==> src/rtl/oup_sm_ulpi_syncmode_rx_pkg.sv <==
// Shared types for the ULPI synchronous-mode receive path: FSM states,
// RX CMD event encoding and the RX CMD byte layout.
package oup_sm_ulpi_syncmode_rx_p;

  typedef enum logic [2:0] {
    SYNC      = 3'd0,
    IDLE      = 3'd1,
    TURN      = 3'd2,
    RECV      = 3'd3,
    REGR_TURN = 3'd4,
    REGR_DATA = 3'd5
  } rx_states_t;

  typedef enum logic [1:0] {
    NONE     = 2'b00,
    ACTIVE   = 2'b01,
    HOSTDISC = 2'b10,
    ERROR    = 2'b11
  } rx_event_t;

  // Field order matches the RX CMD byte, MSB first.
  typedef struct packed {
    logic       alt_int;
    logic       id;
    rx_event_t  rx_event;
    logic [1:0] vbus_state;
    logic [1:0] linestate;
  } rxcmd_t;

endpackage

==> src/rtl/oup_sm_ulpi_syncmode_rx_rxcmd_decode.sv <==
// Registers RX CMD status fields and tracks packet activity, error and
// end-of-packet from RX CMDs plus packet start/end hints from the FSM.
module oup_sm_ulpi_rxcmd_decode
  import oup_sm_ulpi_syncmode_rx_p::*;
#(
  parameter logic ID_RESET = 1'b1
) (
  input  logic       clk,
  input  logic       rst_ni,
  input  logic       cmd_valid,
  input  rxcmd_t     cmd,
  input  logic       pkt_start,
  input  logic       pkt_end,
  output logic [1:0] linestate,
  output logic [1:0] vbus_state,
  output logic       host_disconnect,
  output logic       id,
  output logic       alt_int,
  output logic       rx_active,
  output logic       rx_error,
  output logic       eop
);

  always_ff @(posedge clk) begin
    if (!rst_ni) begin
      linestate       <= 2'b00;
      vbus_state      <= 2'b00;
      host_disconnect <= 1'b0;
      id              <= ID_RESET;
      alt_int         <= 1'b0;
      rx_active       <= 1'b0;
      rx_error        <= 1'b0;
      eop             <= 1'b0;
    end else begin
      eop <= 1'b0;
      if (cmd_valid) begin
        linestate       <= cmd.linestate;
        vbus_state      <= cmd.vbus_state;
        host_disconnect <= (cmd.rx_event == HOSTDISC);
        id              <= cmd.id;
        alt_int         <= cmd.alt_int;
        rx_active       <= (cmd.rx_event != NONE);
        rx_error        <= rx_error | (cmd.rx_event == ERROR);
        eop             <= rx_active && (cmd.rx_event == NONE);
      end else if (pkt_start) begin
        rx_active <= 1'b1;
        rx_error  <= 1'b0;
      end else if (pkt_end) begin
        // Bus handed back mid-packet: close the packet here.
        rx_active <= 1'b0;
        eop       <= rx_active;
      end
    end
  end

endmodule

==> src/rtl/oup_sm_ulpi_syncmode_rx.sv <==
// ULPI synchronous-mode receive FSM: bus ownership, turnaround, RX data
// and PHY register-read completion. Optional statistics: OUP_SM_ULPI_SYNCMODE_RX_STATS_EN.
module oup_sm_ulpi_syncmode_rx
  import oup_sm_ulpi_syncmode_rx_p::*;
#(
  parameter int   STATS_WIDTH = 16,
  parameter logic ID_RESET    = 1'b1
) (
  input  logic       ulpi_clk_i,
  input  logic       rst_ni,
  input  logic [7:0] ulpi_data_i,
  input  logic       ulpi_dir_i,
  input  logic       ulpi_nxt_i,
  input  logic       rx_regr_assert_i,
  output logic       rx_done_o,
  output logic       rx_abort_o,
  output logic [7:0] phyreg_o,
  output logic [7:0] rx_data_o,
  output logic       rx_data_we_o,
  input  logic       rx_data_full_i,
  output logic       rx_overflow_o,
  input  logic       rx_overflow_clr_i,
  output logic       rx_eop_o,
  output logic       rx_active_o,
  output logic       rx_error_o,
  output logic [1:0] linestate_o,
  output logic [1:0] vbus_state_o,
  output logic       host_disconnect_o,
  output logic       id_o,
  output logic       alt_int_o
`ifdef OUP_SM_ULPI_SYNCMODE_RX_STATS_EN
  ,
  output logic [STATS_WIDTH-1:0] rx_pkt_count_o,
  output logic [STATS_WIDTH-1:0] rx_err_count_o,
  output logic [STATS_WIDTH-1:0] rx_drop_count_o
`endif
);

  rx_states_t state_reg;
  logic       nxt_at_rise_reg;

  logic cmd_valid;
  logic pkt_start;
  logic pkt_end;
  logic data_byte;
  logic drop_byte;

  assign cmd_valid = (state_reg == RECV) && ulpi_dir_i && !ulpi_nxt_i;
  assign pkt_start = (state_reg == IDLE) && ulpi_dir_i && ulpi_nxt_i;
  assign pkt_end   = (state_reg == RECV) && !ulpi_dir_i;
  assign data_byte = (state_reg == RECV) && ulpi_dir_i && ulpi_nxt_i;
  assign drop_byte = data_byte && rx_data_full_i;

  always_ff @(posedge ulpi_clk_i) begin
    if (!rst_ni) begin
      state_reg       <= SYNC;
      nxt_at_rise_reg <= 1'b0;
      rx_done_o       <= 1'b0;
      rx_abort_o      <= 1'b0;
      phyreg_o        <= 8'h00;
      rx_data_o       <= 8'h00;
      rx_data_we_o    <= 1'b0;
      rx_overflow_o   <= 1'b0;
    end else begin
      rx_done_o    <= 1'b0;
      rx_abort_o   <= 1'b0;
      rx_data_we_o <= 1'b0;

      // A new drop in the same cycle as a clear keeps the flag set.
      if (rx_overflow_clr_i) rx_overflow_o <= 1'b0;
      if (drop_byte)         rx_overflow_o <= 1'b1;

      if (data_byte && !rx_data_full_i) begin
        rx_data_o    <= ulpi_data_i;
        rx_data_we_o <= 1'b1;
      end

      case (state_reg)
        SYNC: begin
          if (!ulpi_dir_i) state_reg <= IDLE;
        end
        IDLE: begin
          if (ulpi_dir_i) begin
            nxt_at_rise_reg <= ulpi_nxt_i;
            state_reg       <= rx_regr_assert_i ? REGR_TURN : TURN;
          end
        end
        TURN: begin
          state_reg <= ulpi_dir_i ? RECV : IDLE;
        end
        RECV: begin
          if (!ulpi_dir_i) state_reg <= IDLE;
        end
        REGR_TURN: begin
          if (nxt_at_rise_reg) begin
            // PHY started a USB receive instead of returning register data.
            rx_abort_o <= 1'b1;
            state_reg  <= RECV;
          end else if (!ulpi_dir_i) begin
            rx_abort_o <= 1'b1;
            state_reg  <= IDLE;
          end else begin
            state_reg <= REGR_DATA;
          end
        end
        REGR_DATA: begin
          phyreg_o  <= ulpi_data_i;
          rx_done_o <= 1'b1;
          state_reg <= RECV;
        end
        default: state_reg <= SYNC;
      endcase
    end
  end

  oup_sm_ulpi_rxcmd_decode #(
    .ID_RESET(ID_RESET)
  ) u_rxcmd_decode (
    .clk            (ulpi_clk_i),
    .rst_ni         (rst_ni),
    .cmd_valid      (cmd_valid),
    .cmd            (rxcmd_t'(ulpi_data_i)),
    .pkt_start      (pkt_start),
    .pkt_end        (pkt_end),
    .linestate      (linestate_o),
    .vbus_state     (vbus_state_o),
    .host_disconnect(host_disconnect_o),
    .id             (id_o),
    .alt_int        (alt_int_o),
    .rx_active      (rx_active_o),
    .rx_error       (rx_error_o),
    .eop            (rx_eop_o)
  );

`ifdef OUP_SM_ULPI_SYNCMODE_RX_STATS_EN
  localparam logic [STATS_WIDTH-1:0] STATS_MAX = '1;

  always_ff @(posedge ulpi_clk_i) begin
    if (!rst_ni) begin
      rx_pkt_count_o  <= '0;
      rx_err_count_o  <= '0;
      rx_drop_count_o <= '0;
    end else begin
      if (rx_eop_o && rx_pkt_count_o != STATS_MAX)
        rx_pkt_count_o <= rx_pkt_count_o + 1'b1;
      if (rx_eop_o && rx_error_o && rx_err_count_o != STATS_MAX)
        rx_err_count_o <= rx_err_count_o + 1'b1;
      if (drop_byte && rx_drop_count_o != STATS_MAX)
        rx_drop_count_o <= rx_drop_count_o + 1'b1;
    end
  end
`endif

endmodule

==> config.mk <==
export PLATFORM = sky130hd
export DESIGN_NAME = oup_sm_ulpi_syncmode_rx
export DESIGN_NICKNAME = d
export VERILOG_FILES = /design/src/rtl/oup_sm_ulpi_syncmode_rx_pkg.sv /design/src/rtl/oup_sm_ulpi_syncmode_rx_rxcmd_decode.sv /design/src/rtl/oup_sm_ulpi_syncmode_rx.sv
export SDC_FILE = /design/constraint.sdc
export NUM_CORES = 1
export LEC_CHECK = 0
export CAP_MARGIN = 20
export CORE_UTILIZATION = 48
export CTS_BUF_LIST = sky130_fd_sc_hd__clkbuf_16
export CTS_CLUSTER_DIAMETER = 50
export DETAILED_ROUTE_END_ITERATION = 10
export PLACE_DENSITY = 0.83
export SETUP_SLACK_MARGIN = 0.1
export SLEW_MARGIN = 10
export SYNTH_ARGS = -nofsm -noshare
export SYNTH_HDL_FRONTEND = slang
export SYNTH_SLANG_ARGS = --single-unit
==> constraint.sdc <==
create_clock -name ulpi_clk_i -period 2.42 [get_ports ulpi_clk_i]
set_input_delay 0.726 -clock ulpi_clk_i [delete_from_list [all_inputs] [get_ports ulpi_clk_i]]
set_output_delay 0.726 -clock ulpi_clk_i [all_outputs]
set_load 0.05 [all_outputs]
==> summary.md <==
| Metric | Value |
|---|---|
| Status | `finished, final reports clean` |
| Vias post-DR | `1,154` |
| Slew Viols, Final | `0` |
| CTS Hold Bufs | `0` |
| Data required, critical path | `1.69 ns` |
| CP Capture Type | `output port` |
| CTS tree | `done` |
| Initial core utilization | `52.6%` |
| Post-detail-place hpwl | `2.18 mm` |
| Clock Skews | `0.00288 ns` |
| Peak Freq | `462 MHz` |
| Clock buffer depth | `2` |
| Placed cell count | `210` |
| Post-CTS setup buffer count | `0` |
| TritonRoute pass-1 iters | `4` |
| Setup crit start kind | `register` |
| Post_cts resized | `0` |
| WL per Instance | `around 15 um` |
| Register area share after synthesis | `50.4%` |
| Synth top area cells | `dfxtp_1 (50%), mux2i_1 (16%), nand2_1 (6.9%)` |
| Avg Cell Area, Syn | `a little under 10 um^2` |
| Width of the die | `55.1 um` |
| Clk Latency, worst-skew pair | `0.28 ns` |
| Vias in the first global route | `1,110` |
| Number of synthesized register bits | `34` |
| Pleak | `0.783 nW` |
| Worst vdd ir | `slightly below 0.0008 V` |
| DR DRC count | `0` |
| Antenna diode count | `0` |
| Critical path peak fanout | `2` |
| Core Footprint | `2570 um^2` |
| Hold/Removal Path Class | `register to register` |
| Share of cells above drive strength 1 | `7.45%` |
| Yosys top cell area share | `50.4%` |
| Synth unique cells | `28` |
| Post-synth top area cell | `dfxtp_1` |
| Antenna violations before repair | `0` |
| Setup WS post-layout | `around 0.26 ns` |
| Fin nets | `about 200` |
| Largest net degree at the start of global routing | `31` |
| # Max-Cap Violations | `0` |
| Global placer's final weighted congestion | `0.858` |
| Post-Syn Area | `1350 um^2` |
| Worst-path cell chain | `clkdlybuf4s50_1` |
| Setup TNS | `0 ns` |
| Final period util | `around nine tenths` |
| Final min period | `2.16 ns` |
| Final non-filler cell total | `218` |
| CP arrival | `1.44 ns` |
| Clock sink count | `34` |
| Post-Syn Instances | `~140` |
| Total die area | `3030 um^2` |
| Worst-path clk slew | `approximately 0.050 ns` |
| Pre-CTS WS | `roughly 0.26 ns` |
| Delay-heaviest family, CP | `buffers and inverters` |
| Synth warn | `0` |
| Port Buffer Count | `44` |
| Synth-to-layout area growth | `45.6%` |
| Root Driver | `clkbuf_16` |
| Final Hold Fails | `0` |
| Initial drt markers | `20` |
| Worst slew margin | `62.2%` |
| Die Height | `55.1 um` |
| Crit-path max cell delay | `0.83 ns` |
| Fillers | `193` |
| First-pass GRT wire length | `5.02 mm` |
| Htree depth | `2` |
| Mapped Nets | `154` |
| Top Ports | `45` |
| Worst slew pin tran | `0.565 ns` |
| Slowest cell on the critical path | `clkdlybuf4s50_1` |
| Antenna Violating Nets Remaining | `0` |
| P per Cell Area | `about 640 nW/um^2` |
| Worst path bufs/invs | `1` |
| Routed WL | `3.22 mm` |
| Overall Global Routing Usage | `24.6%` |
| Kind of critical path | `register to output port` |
| Vias per cell | `5.29` |
| RSZ-0062 raised after global routing | `no` |
| Row count | `18` |
| Global route total overflow | `0` |
| Final Setup Violations | `0` |
| CTS Buf Count | `5` |
worst min-delay path, cell delays in order, from the launching register on:
cell and delay, ns:
dfxtp_1 0.31, nand2_1 0.05, mux2i_1 0.05
per-stage QoR:
stage               area, um^2  utilization (%)  hold slack, ns  power, W
floorplan                 1350                -           0.474  0.000625
global placement          1830             71.2           0.442  0.000667
detailed placement        1830             71.2           0.449  0.000669
CTS                       1970             76.7           0.463   0.00127
global route              1970             76.7           0.482   0.00130
finish                    1970             76.7           0.459   0.00126
cell usage after synthesis, drive strengths merged:
library cell,number
o21a,2
and2,2
nor4,1
a21oi,4
dfxtp,34
buf,2
o21ai,2
o22ai,2
nor3,3
clkbuf,4
nand2,25
o211ai,3
mux2i,22
nand4,1
o32ai,1
a31oi,1
nand3b,5
nor2,9
nand2b,1
inv,6
and3b,1
nand3,2
or2,1
nor2b,3
a2111oi,1
and4,1
cell usage in the layout (no fill, tap or decap), drive strengths merged:
master / count
nand2: 25
buf: 3
and3b: 1
nor2: 9
nand3: 2
nand2b: 1
clkbuf: 5
nand4: 1
a2111oi: 1
nor2b: 3
dfxtp: 34
nand3b: 5
o21a: 2
nor3: 3
o22ai: 2
clkdlybuf4s50: 44
and2: 2
inv: 6
a21oi: 4
mux2i: 22
or2: 1
clkinv: 2
and4: 1
o211ai: 3
clkinvlp: 1
nor4: 1
o21ai: 2
a31oi: 1
o32ai: 1
power breakdown:
group / internal [W] / switching [W] / total (W)
logic: 0.0000389 / 0.0000471 / 0.0000861
registers: 0.000565 / 0.00000675 / 0.000572
clock network: 0.000375 / 0.000228 / 0.000603
total: 0.000979 / 0.000282 / 0.00126
layer usage:
metal,up-vias,GRT usage [%],wire length (um)
li1,570,-,-
met1,535,27.4,1370
met2,43,40.6,1550
met3,6,10.9,254
met4,0,10.0,44
met5,-,0,0
cell type report:
| type | instances | area [um^2] | share of cell area (%) |
|---|---|---|---|
| Timing Repair Buffer | 47 | 463 | 23.5 |
| Inverter | 6 | 22.5 | 1.14 |
| Clock inverter | 3 | 16.3 | 0.826 |
| Tap cell | 30 | 37.5 | 1.91 |
| Clock buffer | 5 | 125 | 6.36 |
| Multi-Input combinational cell | 93 | 623 | 31.7 |
| Sequential cell | 34 | 681 | 34.6 |
logic make-up after synthesis:
group | synth area share [%]
flip-flops | 50.4
multiplexers | 16.3
buffers and inverters | 3.52
AND/OR/NAND/NOR | 22.1
AO/OA/AOI/OAI | 7.69
worst paths after layout:
check | slack [ns] | startpoint | end | cells after the start
hold reg to reg | 0.46 | u_rxcmd_decode.alt_int | u_rxcmd_decode.alt_int | 2
setup / recovery | 0.26 | u_rxcmd_decode.host_disconnect | host_disconnect_o | 1
hold / removal | 0.46 | u_rxcmd_decode.alt_int | u_rxcmd_decode.alt_int | 2
setup reg to reg | 0.92 | state_reg[0] | phyreg_o[5] | 3
No activity file was read; power rests on OpenSTA's default activity.
